**src/rtl/mux_sel_arbiter_pkg.sv**
```systemverilog
// Shared types and sizes for the mux select arbiter.
// Channel count, select width and FSM state encoding.
package mux_arb_pkg;

  localparam int N_CH  = 4;
  localparam int SEL_W = 2;

  typedef enum logic {
    IDLE  = 1'b0,
    GRANT = 1'b1
  } state_t;

  function automatic logic [N_CH-1:0] onehot(
    input logic [SEL_W-1:0] s
  );
    return N_CH'(1) << s;
  endfunction

endpackage

```
**src/rtl/mux_sel_arbiter_if.sv**
```systemverilog
// Requester/consumer bundle of the mux select arbiter.
// Optional lock signal exists only with MUX_ARB_LOCK_EN.
interface mux_sel_arbiter_if;
  import mux_arb_pkg::*;

  logic [N_CH-1:0]  req;
  logic             ready;
  logic [SEL_W-1:0] sel;
  logic [N_CH-1:0]  grant;
  logic             valid;
`ifdef MUX_ARB_LOCK_EN
  logic             lock;
`endif

  modport master (
    input  req,
    input  ready,
`ifdef MUX_ARB_LOCK_EN
    input  lock,
`endif
    output sel,
    output grant,
    output valid
  );

  modport slave (
    output req,
    output ready,
`ifdef MUX_ARB_LOCK_EN
    output lock,
`endif
    input  sel,
    input  grant,
    input  valid
  );

endinterface

```
**src/rtl/mux_sel_arbiter_rr_pick.sv**
```systemverilog
// Rotate-priority picker: first set request
// scanning ptr, ptr+1, ... modulo channel count.
module rr_pick
  import mux_arb_pkg::*;
(
  input  logic [N_CH-1:0]  i_req,
  input  logic [SEL_W-1:0] i_ptr,
  output logic             o_any,
  output logic [SEL_W-1:0] o_idx
);

  // highest offset first so the lowest offset wins
  always_comb begin
    o_any = |i_req;
    o_idx = i_ptr;
    for (int k = N_CH - 1; k >= 0; k--) begin
      if (i_req[i_ptr + SEL_W'(k)])
        o_idx = i_ptr + SEL_W'(k);
    end
  end

endmodule

```
**src/rtl/mux_sel_arbiter.sv**
```systemverilog
// Round-robin select/grant generator for a 4:1 mux.
// Optional grant lock on handshake: MUX_ARB_LOCK_EN.
module mux_sel_arbiter
  import mux_arb_pkg::*;
#(
  parameter int RESET_PTR = 0
) (
  input logic              clk,
  input logic              rst_n,
  mux_sel_arbiter_if.master bus
);

  state_t           r_state;
  state_t           w_state_n;
  logic [SEL_W-1:0] r_ptr;
  logic [SEL_W-1:0] w_ptr_n;
  logic [SEL_W-1:0] r_sel;
  logic [SEL_W-1:0] w_sel_n;
  logic             r_valid;
  logic             w_valid_n;

  logic             w_idle_any;
  logic [SEL_W-1:0] w_idle_idx;
  logic [SEL_W-1:0] w_hs_ptr;
  logic             w_hs_any;
  logic [SEL_W-1:0] w_hs_idx;
  logic             w_lock;

`ifdef MUX_ARB_LOCK_EN
  assign w_lock = bus.lock;
`else
  assign w_lock = 1'b0;
`endif

  // just-served channel drops to lowest priority
  assign w_hs_ptr = r_sel + SEL_W'(1);

  rr_pick u_idle_pick (
    .i_req (bus.req),
    .i_ptr (r_ptr),
    .o_any (w_idle_any),
    .o_idx (w_idle_idx)
  );

  rr_pick u_hs_pick (
    .i_req (bus.req),
    .i_ptr (w_hs_ptr),
    .o_any (w_hs_any),
    .o_idx (w_hs_idx)
  );

  // next-state, pointer and select decisions
  always_comb begin
    w_state_n = r_state;
    w_ptr_n   = r_ptr;
    w_sel_n   = r_sel;
    w_valid_n = r_valid;
    unique case (r_state)
      IDLE: begin
        w_valid_n = 1'b0;
        if (w_idle_any) begin
          w_sel_n   = w_idle_idx;
          w_valid_n = 1'b1;
          w_state_n = GRANT;
        end
      end
      GRANT: begin
        if (bus.ready && !w_lock) begin
          w_ptr_n = w_hs_ptr;
          if (w_hs_any) begin
            w_sel_n   = w_hs_idx;
            w_valid_n = 1'b1;
          end else begin
            w_valid_n = 1'b0;
            w_state_n = IDLE;
          end
        end
      end
      default: begin
        w_state_n = IDLE;
        w_valid_n = 1'b0;
      end
    endcase
  end

  // state, pointer and output registers
  always_ff @(posedge clk or negedge rst_n) begin
    if (!rst_n) begin
      r_state <= IDLE;
      r_ptr   <= SEL_W'(RESET_PTR);
      r_sel   <= '0;
      r_valid <= 1'b0;
    end else begin
      r_state <= w_state_n;
      r_ptr   <= w_ptr_n;
      r_sel   <= w_sel_n;
      r_valid <= w_valid_n;
    end
  end

  assign bus.sel   = r_sel;
  assign bus.valid = r_valid;
  assign bus.grant = r_valid ? onehot(r_sel) : '0;

endmodule
```
**src/flat_wrapper.sv**
```systemverilog
// flat-port wrapper written by rule: the top's interface ports become plain ports
module mux_sel_arbiter_flat import mux_arb_pkg::*;
#(
  parameter int RESET_PTR = 0
)
  (clk, rst_n, bus_req, bus_ready, bus_sel, bus_grant, bus_valid);
  mux_sel_arbiter_if bus_i ();
  input logic clk;
  input logic rst_n;
  input wire logic [$bits(bus_i.req)-1:0] bus_req;
  input wire logic [$bits(bus_i.ready)-1:0] bus_ready;
  output wire logic [$bits(bus_i.sel)-1:0] bus_sel;
  output wire logic [$bits(bus_i.grant)-1:0] bus_grant;
  output wire logic [$bits(bus_i.valid)-1:0] bus_valid;
  assign bus_i.req = bus_req;
  assign bus_i.ready = bus_ready;
  assign bus_sel = bus_i.sel;
  assign bus_grant = bus_i.grant;
  assign bus_valid = bus_i.valid;
  mux_sel_arbiter #(.RESET_PTR(RESET_PTR)) u_core (.clk(clk), .rst_n(rst_n), .bus(bus_i));
endmodule
```
**config.mk**
```make
export PLATFORM = sky130hd
export DESIGN_NAME = mux_sel_arbiter_flat
export DESIGN_NICKNAME = d
export VERILOG_FILES = /design/src/rtl/mux_sel_arbiter_pkg.sv /design/src/rtl/mux_sel_arbiter_if.sv /design/src/rtl/mux_sel_arbiter_rr_pick.sv /design/src/rtl/mux_sel_arbiter.sv /design/src/flat_wrapper.sv
export SDC_FILE = /design/constraint.sdc
export NUM_CORES = 1
export LEC_CHECK = 0
export BUFFER_PORTS_ARGS = -buffer_cell sky130_fd_sc_hd__buf_4
export CORE_ASPECT_RATIO = 0.9
export CORE_MARGIN = 3
export CORE_UTILIZATION = 35
export CTS_CLUSTER_DIAMETER = 80
export CTS_CLUSTER_SIZE = 24
export DETAILED_ROUTE_END_ITERATION = 6
export PLACE_DENSITY_LB_ADDON = 0.2
export SETUP_SLACK_MARGIN = 0.5
export SYNTH_ARGS = -nofsm -noshare
export SYNTH_HDL_FRONTEND = slang
export SYNTH_SLANG_ARGS = --single-unit
export TNS_END_PERCENT = 20
```
**constraint.sdc**
```tcl
create_clock -name clk -period 5.19 [get_ports clk]
set_input_delay 0.7785 -clock clk [delete_from_list [all_inputs] [get_ports clk]]
set_output_delay 0.7785 -clock clk [all_outputs]
set_load 0.03 [all_outputs]
```
=== Yosys cells after proc, flatten, opt, wreduce, memory -nomap -nowiden ===
Cells that the tools add are included.

* Logic and storage cells: 61
* Bits of input ports: 7
* Output and inout bits: 7
* Flip-flop bits (word level): 6

* Reductions and logical operators: 3
* Mux-type cells: 34
* Add/subtract/negate cells: 7
* Shift-type cells: 1
* Eq/ne operators: 3
* Bitwise logic cells: 1
* $lt $le $gt $ge: 8

{| class="wikitable"
|+ Operators by type and width
! cell !! count
|-
| 2-bit by 3-bit less-than comparator with 1-bit output, second input constant || 8
|-
| 2-bit two-way mux || 11
|-
| 1-bit binary-select mux with 2-bit select || 8
|-
| 1-bit two-way mux || 11
|-
| 2-bit adder, second input constant || 4
|-
| 2-bit by 1-bit adder with 2-bit output, second input constant || 3
|-
| 2-bit != test, second input constant || 3
|-
| 4-bit two-way mux || 1
|-
| 1-bit case mux with 2 select lines || 2
|-
| 2-bit case mux with 2 select lines || 1
|-
| 4-bit OR reduction || 1
|-
| 1-bit by 2-bit left shift with 4-bit output, first input constant || 1
|-
| 3-bit AND reduction || 1
|-
| 2-bit AND reduction || 1
|-
| 1-bit inverter || 1
|}

=== Longest topological paths before layout ===
* Depth in word-level cells: 11
* Gate-level depth with buffers: 7
* Gate-level depth less buffers: 6

=== Cells and area by module ===
From an unflattened synthesis, not the netlist that was laid out.

* Cells, all modules: 65
* Area, all modules: 551.8 µm²

{| class="wikitable"
|+ By module, submodules not included
! module !! area each (µm²) !! times used !! cells an instance !! sequential area each (µm²)
|-
| mux_sel_arbiter || 351.6 || 1 || 33 || 150.1
|-
| rr_pick || 100.1 || 2 || 16 || 0.0
|}

=== Worst setup path before layout ===
OpenSTA, ideal clock, no wires.

* Kind: register to output
* From: register u_core.r_sel[0] (netlist: u_core.bus.sel[0])
* To: output bus_grant[0]
* Required time: 4.411 ns
* Setup slack: 3.188 ns
* Stages on the path, launching flop included: 5
* Path buffers: 1
* Arrival: 1.223 ns
* Cell sequence: dfrtp_1 buf_6 inv_1 ha_1 and2_1

* Word-level cells in the longest chain between the ends: 2

{| class="wikitable"
|+ RTL lines
! element !! line !! RTL
|-
| from (decl) || mux_sel_arbiter.sv:17 || <nowiki>logic [SEL_W-1:0] r_sel;</nowiki>
|-
| from (signal assigned) || mux_sel_arbiter.sv:96 || <nowiki>r_sel <= w_sel_n;</nowiki>
|-
| 1-bit by 2-bit left shift with 4-bit output || mux_sel_arbiter_pkg.sv:16 || <nowiki>return N_CH'(1) << s;</nowiki>
|-
| 4-bit two-way mux || mux_sel_arbiter.sv:103 || <nowiki>assign bus.grant = r_valid ? onehot(r_sel) : '0;</nowiki>
|-
| to (decl) || flat_wrapper.sv:13 || <nowiki>output wire logic [$bits(bus_i.grant)-1:0] bus_grant;</nowiki>
|}

Every way passes these cells.

=== Final worst setup path ===
Same ends and word-level chain as after synthesis.

==> results by group <==
Synthesis
  – Post-synth ARST share: 1.00
  – Net Count, Synth: around 80
  – Mapped Avg Cell Area: 8.59 µm²
  – Sequential area share after synthesis: 0.261
  – Top FF cell, synth: dfrtp_1
  – Post-synthesis instance total: 67
  – Synthesis warning total: 0
  – Mapped Area: 576 µm²
  – Post-synth EDFFs: 0
  – Netlist cell types: 27
  – #FFs+latches synth: 6

Drt
  – WL/cell: 13.0 µm
  – Vias per inst: 5.19
  – Drt first-iter violations: 9
  – Drt first pass iters: 4
  – WL final: 1300 µm
  – Remaining DRCs: 0
  – Via count: 519
  – Post-route ant nets: 0

Worst setup path
  – Worst-path maximum fanout: 13
  – Reg-to-reg slack, setup: 3.13 ns
  – Critical Path Start Type: register
  – Family with the most delay on the worst path: flip-flops
  – Worst path bufs/invs: 2
  – Setup CP Type: reg2out
  – Critical Path End Type: primary output
  – CP Cell Sequence: inv_1 -> ha_1 -> and2_1 -> buf_4
  – Crit path DAT: 1.50 ns
  – Crit path required time: 4.41 ns
  – Cell with the largest stage delay on the worst path: dfrtp_1
  – Max incr delay on CP: 0.56 ns
  – RR Startpoint: u_core.bus.sel[0]$_DFFE_PN0P_
  – Critical path depth in cells: 4
  – Critical Path Source: u_core.bus.sel[0]$_DFFE_PN0P_
  – Register-to-Register Path Depth: 6
  – Crit path capture: bus_grant[0]
  – Worst r2r dst: u_core.bus.sel[0]$_DFFE_PN0P_

STA
  – Setup ws final: 2.91 ns
  – Slew HR: 0.750
  – Post-route setup TNS: 0 ns
  – Final hold viol count: 0
  – Worst-Margin Slew: 0.376 ns
  – # setup viols final: 0
  – RSZ-0062 raised after global routing: false
  – Fin crit share: 0.439
  – Final min period: about 2.3 ns
  – Layout Skew: 0.00602 ns
  – Hold slack final: about 0.33 ns
  – Max Fclk: 439 MHz
  – Final count of pins violating max slew: 0

Clocking
  – # hold bufs at CTS: 0
  – H-tree depth: 1
  – Clk slew on worst S/H paths: around 0.05 ns
  – TritonCTS clock tree: built
  – CTS Buf Count: 3
  – Post-CTS Setup Bufs: 0
  – Post-CTS sizing: 0
  – Clock sinks: 6
  – Skew-Pair Late Insertion Delay: 0.24 ns
  – Clk root buf: clkbuf_4
  – Clk buf depth: 2

Power
  – PwrDens: 518 nW/µm²
  – Clock power frac: 0.121
  – Sw Ratio: 0.483
  – Int Pwr: 0.182 mW
  – VDD IR-drop max: roughly 0.00024 V
  – Sequential share of power: 0.266
  – Total power: 0.352 mW
  – Comb power frac: 0.614
  – Switching Power: 0.170 mW
  – Leak: approximately 0.30 nW

Finish
  – Antenna fix cells: 0
  – Net count, final: between 90 and 100
  – Fin area: ~680 µm²
  – Fillers: 158
  – Core Util, Final: 0.454
  – Area growth syn-to-layout: 18.0%
  – Commonest cells after routing, fill and taps aside: 13 x buf_4, 6 x dfrtp_1, 5 x nand2_1, 5 x nor2_1
  – Commonest non-fill, non-tap cell in the layout: buf_4
  – Layout cells sized above 1: 0.231
  – Non-Filler Instances: 100

Placed design
  – Cell total after placement: between 90 and 100
  – DP Area: 657 µm²
  – Placer Congestion: ~0.78
  – PortBufs: 13
  – Dpl hpwl: 930 µm
  – Setup WS pre-CTS: 3.17 ns

Worst hold path
  – Hold Path Class: in2async

GRT
  – Initial antenna violation count: 0
  – Total GRT Usage: 0.123
  – First-pass GRT wire length: slightly above 2000 µm
  – Grt ovf: 0
  – Largest net degree at the start of global routing: 14
  – Vias in the first global route: 447

Flow run
  – Max Cap Viol: 0

Floorplan
  – Initial Util: 0.385
  – Boundary Pins: 14
  – Total core area: 1500 µm²
  – FP Rows: 13
  – Die Width: 48.7 µm
  – Die area: 2170 µm²
  – Chip height: around 44 µm

Outcome
  – Outcome: finished, final reports clean
## power by group through the flow
| stage | Combinational (mW) | Clock (mW) | Sequential (mW) |
|---|---|---|---|
| floorplan | 0.154 | 0 | 0.0964 |
| global placement | 0.216 | 0 | 0.0920 |
| detailed placement | 0.216 | 0 | 0.0939 |
| CTS | 0.217 | 0.0443 | 0.0929 |
| global route | 0.238 | 0.0484 | 0.0972 |
| finish | 0.216 | 0.0425 | 0.0935 |
## cells in the mapped netlist, types with 2 or more instances
| master | count | area [µm²] |
|---|---|---|
| o21ai_0 | 3 | 15.0 |
| buf_2 | 2 | 10.0 |
| nand2b_1 | 4 | 25.0 |
| buf_6 | 3 | 33.8 |
| o21a_1 | 2 | 15.0 |
| dfrtp_1 | 6 | 150 |
| nor2_1 | 5 | 18.8 |
| nor2b_1 | 4 | 25.0 |
| a21oi_1 | 3 | 15.0 |
| ha_1 | 4 | 50.1 |
| inv_1 | 3 | 11.3 |
| a221oi_1 | 2 | 17.5 |
| nand2_1 | 5 | 18.8 |
| a31oi_1 | 3 | 18.8 |
| and2_1 | 4 | 25.0 |
| o32a_1 | 2 | 20.0 |
| and4b_1 | 2 | 20.0 |
## layout make-up
cell class                 count  area (µm²)  area share
timing repair buffer          13        97.6       0.144
inverter                       3        11.3      0.0166
multi-input combinational     53         370       0.545
tap                           22        27.5      0.0405
clock buffer                   3        22.5      0.0331
sequential                     6         150       0.221
## worst min path at each step
stage                                       startpoint                             to  slack, ns
after floorplan                                  rst_n  u_core.bus.sel[0]$_DFFE_PN0P_       0.48
after global placement    u_core.bus.valid$_DFFE_PN0N_   u_core.bus.valid$_DFFE_PN0N_       0.56
after detailed placement  u_core.bus.valid$_DFFE_PN0N_   u_core.bus.valid$_DFFE_PN0N_       0.58
after CTS                                        rst_n   u_core.bus.valid$_DFFE_PN0N_       0.33
after global routing                             rst_n  u_core.bus.sel[0]$_DFFE_PN0P_       0.32
final                                            rst_n   u_core.bus.valid$_DFFE_PN0N_       0.33
## sequential cells by signal, summed over array words and instances (netlist names)
| name | flops |
|---|---|
| u_core.bus.valid | 1 |
| u_core.r_state | 1 |
| u_core.r_ptr | 2 |
| u_core.bus.sel | 2 |
## logic make-up after synthesis
family	after synthesis	share of synthesized area
fa+ha+maj	4	0.0870
flops	6	0.261
simple gates	30	0.320
compound gates	18	0.217
mux	1	0.0196
buf+inv	8	0.0956
## metal layers
| layer | global-route usage | vias up | part of all wire |
|---|---|---|---|
| met5 | 0 | - | 0 |
| met1 | 0.155 | 235 | 0.49 |
| met3 | 0.0438 | 0 | 0.048 |
| met2 | 0.201 | 20 | 0.46 |
| met4 | 0.0341 | 0 | 0 |
| li1 | - | 264 | - |
## worst reg2reg max path, stage by stage (launching register included)
cell      delay, ns
dfrtp_1        0.56
inv_1          0.17
ha_1           0.43
and4b_1        0.24
a31oi_1        0.21
a31oi_1        0.12
nand4b_1       0.18
Power figures use the tool's default switching activity.
